File: src/rtl/id_issue_queue.sv
// id_issue_queue: in-order FIFO between the decoder lanes and the issue stage.
// Accepts up to NR_IN decoded instructions per cycle and hands one per cycle
// to issue. Only pointers and occupancy are reset; payload storage is not.
module id_issue_queue #(
  parameter int unsigned DATA_WIDTH = 64,
  parameter int unsigned DEPTH      = 4,
  parameter int unsigned NR_IN      = 2
) (
  input  logic                                clk_i,
  input  logic                                rst_ni,
  input  logic                                flush_i,
  input  logic [NR_IN-1:0]                    in_valid_i,
  input  logic [NR_IN-1:0][DATA_WIDTH-1:0]    in_data_i,
  input  logic [NR_IN-1:0]                    in_ctrl_flow_i,
  output logic [NR_IN-1:0]                    in_ready_o,
  output logic                                out_valid_o,
  output logic [DATA_WIDTH-1:0]               out_data_o,
  output logic                                out_ctrl_flow_o,
  input  logic                                out_ack_i,
  output logic [$clog2(DEPTH+1)-1:0]          count_o
);

  localparam int unsigned PW = $clog2(DEPTH);
  localparam int unsigned CW = $clog2(DEPTH+1);

  typedef struct packed {
    logic                  cf;
    logic [DATA_WIDTH-1:0] data;
  } entry_t;

  entry_t [DEPTH-1:0] mem_q;
  logic   [PW-1:0]    rptr_q, rptr_d, wptr_q, wptr_d;
  logic   [CW-1:0]    cnt_q, cnt_d;
  logic               deq;
  logic   [CW:0]      free;
  logic   [NR_IN-1:0] acc;
  logic   [CW-1:0]    npush;

  assign out_valid_o     = (cnt_q != '0);
  assign deq             = out_ack_i & out_valid_o;
  assign count_o         = cnt_q;
  assign out_data_o      = mem_q[rptr_q].data;
  assign out_ctrl_flow_o = mem_q[rptr_q].cf;

  // Free slots count the same-cycle dequeue, so a full queue being drained
  // can still take one new entry (combinational ack -> ready path).
  assign free = (CW+1)'(DEPTH) - (CW+1)'(cnt_q) + (CW+1)'(deq);

  // Per-lane ready and in-order acceptance chain: a lane is taken only if
  // every lower lane was taken too.
  for (genvar k = 0; k < NR_IN; k++) begin : g_lane
    assign in_ready_o[k] = (free > (CW+1)'(k));
    if (k == 0) begin : g_first
      assign acc[k] = in_valid_i[k] & in_ready_o[k];
    end else begin : g_rest
      assign acc[k] = acc[k-1] & in_valid_i[k] & in_ready_o[k];
    end
  end

  // Number of lanes accepted this cycle.
  always_comb begin
    npush = '0;
    for (int k = 0; k < NR_IN; k++) npush = npush + CW'(acc[k]);
  end

  // Pointer/occupancy next state; flush wins over enqueue and dequeue.
  always_comb begin
    rptr_d = rptr_q + PW'(deq);
    wptr_d = wptr_q + PW'(npush);
    cnt_d  = cnt_q + npush - CW'(deq);
    if (flush_i) begin
      rptr_d = '0;
      wptr_d = '0;
      cnt_d  = '0;
    end
  end

  // Pointer and occupancy registers.
  always_ff @(posedge clk_i or negedge rst_ni) begin
    if (!rst_ni) begin
      rptr_q <= '0;
      wptr_q <= '0;
      cnt_q  <= '0;
    end else begin
      rptr_q <= rptr_d;
      wptr_q <= wptr_d;
      cnt_q  <= cnt_d;
    end
  end

  // Payload write: accepted lanes land at consecutive slots from wptr.
  always_ff @(posedge clk_i) begin
    for (int k = 0; k < NR_IN; k++) begin
      if (acc[k] && !flush_i) begin
        mem_q[wptr_q + PW'(k)] <= '{cf: in_ctrl_flow_i[k], data: in_data_i[k]};
      end
    end
  end

endmodule

File: config.mk
export PLATFORM = sky130hd
export DESIGN_NAME = id_issue_queue
export DESIGN_NICKNAME = d
export VERILOG_FILES = /design/src/rtl/id_issue_queue.sv
export SDC_FILE = /design/constraint.sdc
export NUM_CORES = 1
export LEC_CHECK = 0
export BUFFER_PORTS_ARGS = -buffer_cell sky130_fd_sc_hd__buf_2
export CAP_MARGIN = 40
export CORE_ASPECT_RATIO = 0.6
export CORE_UTILIZATION = 55
export CTS_CLUSTER_SIZE = 20
export DETAILED_ROUTE_END_ITERATION = 7
export PLACE_DENSITY = 0.88
export SLEW_MARGIN = 0
export SYNTH_ARGS = -nofsm -noshare
export SYNTH_HDL_FRONTEND = slang
export SYNTH_SLANG_ARGS = --single-unit
File: constraint.sdc
create_clock -name clk_i -period 3.98 [get_ports clk_i]
set_input_delay 0.796 -clock clk_i [delete_from_list [all_inputs] [get_ports clk_i]]
set_output_delay 0.796 -clock clk_i [all_outputs]
set_load 0.01 [all_outputs]
* Word-level counts from Yosys, hierarchy flattened *
Cells that the tools add are included.

word-level totals
  input bits = 136
  flip-flop bits (word level) = 267

cells by class
  multiplexer cells = 13
  $lt $le $gt $ge = 7
  bitwise operators = 4
  $add $sub $neg = 8
  reductions and logical operators = 6

operators by type and width
  cell                                                                number
  bitwise mux 260 bit                                                 2
  two-way mux 260 bit                                                 2
  demux 65 bit (select 2 bit)                                         2
  two-way mux 65 bit                                                  3
  binary-select mux 65 bit (select 2 bit)                             1
  < comparator 2 x 3 -> 1 bit (second input constant)                 3
  > comparator 4 x 1 -> 1 bit (second input constant)                 2
  adder 4 x 1 -> 4 bit                                                1
  bitwise AND 1 bit                                                   4
  greater-or-equal comparator 2 x 1 -> 1 bit (second input constant)  2
  logical AND 1 bit                                                   4
  two-way mux 2 bit                                                   2
  subtractor 3 x 3 -> 4 bit (first input constant)                    1
  adder 3 x 2 -> 3 bit                                                1
  two-way mux 3 bit                                                   1
  nonzero test 3 bit                                                  1
  subtractor 3 x 1 -> 3 bit                                           1
  adder 1 x 1 -> 2 bit                                                1
  adder 2 x 1 -> 2 bit                                                1
  adder 2 x 1 -> 2 bit (second input constant)                        1
  adder 2 bit                                                         1
  logical NOT 1 bit                                                   1

* Longest topological paths before layout *
  depth after elaboration = 11
  depth in mapped cells = 20
  gate-level depth less buffers = 20

* Least setup slack after synthesis *
Ideal clock, no wire load.

  path type = in2reg
  start point = input port out_ack_i
  end point = register cnt_q[2] (netlist: count_o[2])
  stages on the path = 19
  setup slack = 242 ps
  data required time = 3859 ps
  buffers on the path = 0
  arrival time = 3616 ps
  setup time = 121 ps
  cell sequence = nand2_1 -> ha_1 -> inv_1 -> ha_1 -> nor4bb_1 -> nor2_1 -> nor2_1 -> inv_1 -> and3_1 -> ha_1 -> inv_1 -> ha_1 -> inv_1 -> ha_1 -> inv_1 -> fa_1 -> xnor2_1 -> xnor2_1 -> nor2_1

RTL lines
  what                         line  RTL
  from (decl)                  19    input logic out_ack_i,
  bitwise AND 1 bit            40    assign deq = out_ack_i & out_valid_o;
  adder 4 x 1 -> 4 bit         47    assign free = (CW+1)'(DEPTH) - (CW+1)'(cnt_q) + (CW+1)'(deq);
  > comparator 4 x 1 -> 1 bit  52    assign in_ready_o[k] = (free > (CW+1)'(k));
  named net in_ready_o[1]      15    output logic [NR_IN-1:0] in_ready_o,
  bitwise AND 1 bit            56    assign acc[k] = acc[k-1] & in_valid_i[k] & in_ready_o[k];
  adder 1 x 1 -> 2 bit         63    for (int k = 0; k < NR_IN; k++) npush = npush + CW'(acc[k]);
  adder 3 x 2 -> 3 bit         70    cnt_d = cnt_q + npush - CW'(deq);
  subtractor 3 x 1 -> 3 bit    70
  two-way mux 3 bit            71    if (flush_i) begin
  named net cnt_d[2]           33    logic [CW-1:0] cnt_q, cnt_d;
  to (signal assigned)         87    cnt_q <= cnt_d;
  to (decl)                    33

The timed path passes the listed nets, and every way through them passes these cells.

* Final worst setup path *
  start point = register cnt_q[2] (netlist: count_o[2])
  end point = register cnt_q[2] (netlist: count_o[2])

between the ends
  word-level cells in the longest chain between the ends = 11

RTL lines
  what                                                               line
  branches (longest 9 deep; another with subtractor 3 x 3 -> 4 bit)  -
  subtractor 3 x 1 -> 3 bit *                                        70
  two-way mux 3 bit *                                                71
  named net cnt_d[2]                                                 33

Mark *: on every way through the listed nets, which the timed path passes.

==> impl_metrics.ini <==
[pwr]
ir_worst_vdd_v = 0.000400
total_power_w = 0.0128
powerDensity_mw_per_mm2 = 808
p_leak_nw = 6.69

[timing]
fin_crit_sh_pct = 93.9
finalSetupViolCount = 0
final-hold-violation-count = 0
fmax_mhz = 268
max_slew_margin_pct = 59.1
layout_setup_ws_ns = 0.244
tns_ns = 0
rsz0062_at_grt = no
hold_slack_ns = 0.0860
post-route-min-period_ns = 3.74
slew_violations = 0
fin_skew_ns = 0.00801
worst_pin_slew_ns = 0.613

[layout]
nets = 1304
regArea_sq_mm = 0.00539
n_fill_cell = 1757
finalNonFillerCells = 1502
multi_input_area_sq_mm = 0.00774
syn2layout_area_growth_pct = 16.9
drive_gt1_share_pct = 59.7

[yosys]
synth_nets = 1122
synth_top_area_share_pct = 38.4
synth-seq-cells = 267
ys.warnings.count = 0
seq_area_frac_synth_pct = 39.7
synth.distinct_cells = 32
yosys-top-cells-count = mux2_2 (355), dfxtp_1 (260), mux2_1 (165)
async_flop_share_pct = 2.62
synth_cells = 977
synth_ff_type = dfxtp_1
synth-edff-count = 0
post-synth-top-count-cell = mux2_2
syn_avg_cell_area_sq_um = 13.9
synth_area_leader_cell = dfxtp_1
netlist_area_sq_mm = 0.0135
yosys-top-cells-area = dfxtp_1 (38%), mux2_2 (30%), mux2_1 (14%)

[clock_tree]
cts.sinks = 267
htree_levels = 1
cts_buffer_depth = 3
cts_root_buffer = clkbuf_16
cts_tree = done
insertion_delay_ns = 0.53
path_clk_slew_ns = 0.07
cts_buffers = 25
cts_hold_repair.buffers = 0

[min_path]
hp-class = in2async

[floorplan]
dieArea_sq_mm = 0.0253
core_area_sq_mm = 0.0242
dieHeight_um = 124
num_rows = 44
dieWidth_um = 205
start_util_pct = 56.1
ios = 207

[detailed_routing]
firstDrtPassIters = 4
ant_nets = 0
wl_per_cell_um = 20.9
vias_per_cell = 5.73
drt_iter0_drc = 342
routed_wl_um = 31400
route.detailed.drc = 0
num_vias = 8610

[critical_path]
cp.required_ns = 4.39
crit_fanout = 4
critPathCaptureType = flip-flop
critPathArrivalTime_ns = 4.14
worst_setup_path_start_kind = flip-flop
path_class = reg2reg

[grt]
grt_use_total_pct = 24.8
antenna_found_initial = 4
grt_pass1_vias = 9054
grt_max_degree = 66
grt_pass1_wl_um = 48900
overflow = 0

[placement]
gp_congestion = 0.850
dp_slack_ns = 0.0180
dp_hpwl_um = 19700
dp_cells = 1452
io_buffers = 206

[run]
cap_violations = 0

[status]
status = complete, no violations
-- state kept, by name (all words and copies together), names as in the netlist --
register  count
count_o       3
wptr_q        2
rptr_q        2
mem_q       260
-- critical path: stages, from the launching register on --
cell	delay (ns)
dfrtp_2	0.43
or3_1	0.41
nand2_1	0.12
ha_2	0.19
inv_1	0.04
ha_1	0.21
nor2_1	0.11
nor2_1	0.05
nor2_2	0.12
inv_1	0.06
and3_1	0.18
ha_1	0.29
inv_1	0.05
ha_1	0.28
inv_1	0.06
ha_1	0.13
inv_1	0.05
fa_1	0.44
xnor2_1	0.20
xnor2_1	0.13
nor2_1	0.06
-- where the power goes --
part,total [W],switching (W),internal (W)
Combinational,0.00531,0.00198,0.00333
Sequential,0.00476,0.000706,0.00405
Clock,0.00273,0.00106,0.00168
Total,0.0128,0.00374,0.00905
-- kinds of logic after synthesis --
family / share of synthesized area [%]
simple gates: 1.37
fa+ha+maj: 0.887
compound gates: 0.296
buf+inv: 3.39
flops: 39.7
xor+xnor: 0.323
mux: 54.0
-- worst paths after layout --
path | cells past startpoint | slack [ns] | startpoint | to
worst min register to register | 2 | 0.58 | mem_q[221] | mem_q[221]
min in group clk_i | 2 | 0.51 | in_data_i[90] | mem_q[91]
worst min-delay path | 1 | 0.09 | rst_ni | count_o[1]
worst max-delay path | 20 | 0.24 | count_o[2] | count_o[2]
worst max register to register | 20 | 0.24 | count_o[2] | count_o[2]
max in group asynchronous | 1 | 3.73 | rst_ni | rptr_q[0]
-- cell type report --
| cell class | count | share of cell area (%) |
|---|---|---|
| repair buffers | 226 | 8.30 |
| clock buffers | 33 | 4.58 |
| inverters | 9 | 0.213 |
| flip-flops and latches | 267 | 34.0 |
| multi-input cells | 630 | 48.9 |
| diodes | 2 | 0.0316 |
| clock inverters | 13 | 1.43 |
| well taps | 322 | 2.54 |
-- metal layers --
metal	routed length [um]	part of all wire [%]	track usage, %	vias to the layer above
li1	-	-	-	4055
met1	14100	45	31.6	4342
met2	15100	48	43.0	174
met3	1730	5.5	5.89	35
met4	411	1.3	4.99	4
met5	20	0.064	0	-
-- timing repair --
action / CTS / global route
gates resized for setup: 0 / 3
endpoints found under the setup margin: 0 / 1
setup buffers: 0 / 2
-- per-stage QoR --
step	instance area [sq um]	util, %
CTS	15800	65.4
detailed placement	14900	61.5
finish	15800	65.5
global route	15800	65.5
global placement	14800	61.4
floorplan	13500	-
-- placed cells by master (no fill, tap or decap), types with 7 or more instances in the layout --
cell,netlist,layout
mux2_1,165,165
buf_2,46,206
clkbuf_8,0,7
mux4_2,65,65
buf_4,5,10
buf_12,0,9
mux2_2,355,355
inv_1,9,9
dfxtp_1,260,260
clkbuf_16,0,25
ha_1,8,7
No activity file was read; power rests on OpenSTA's default activity.
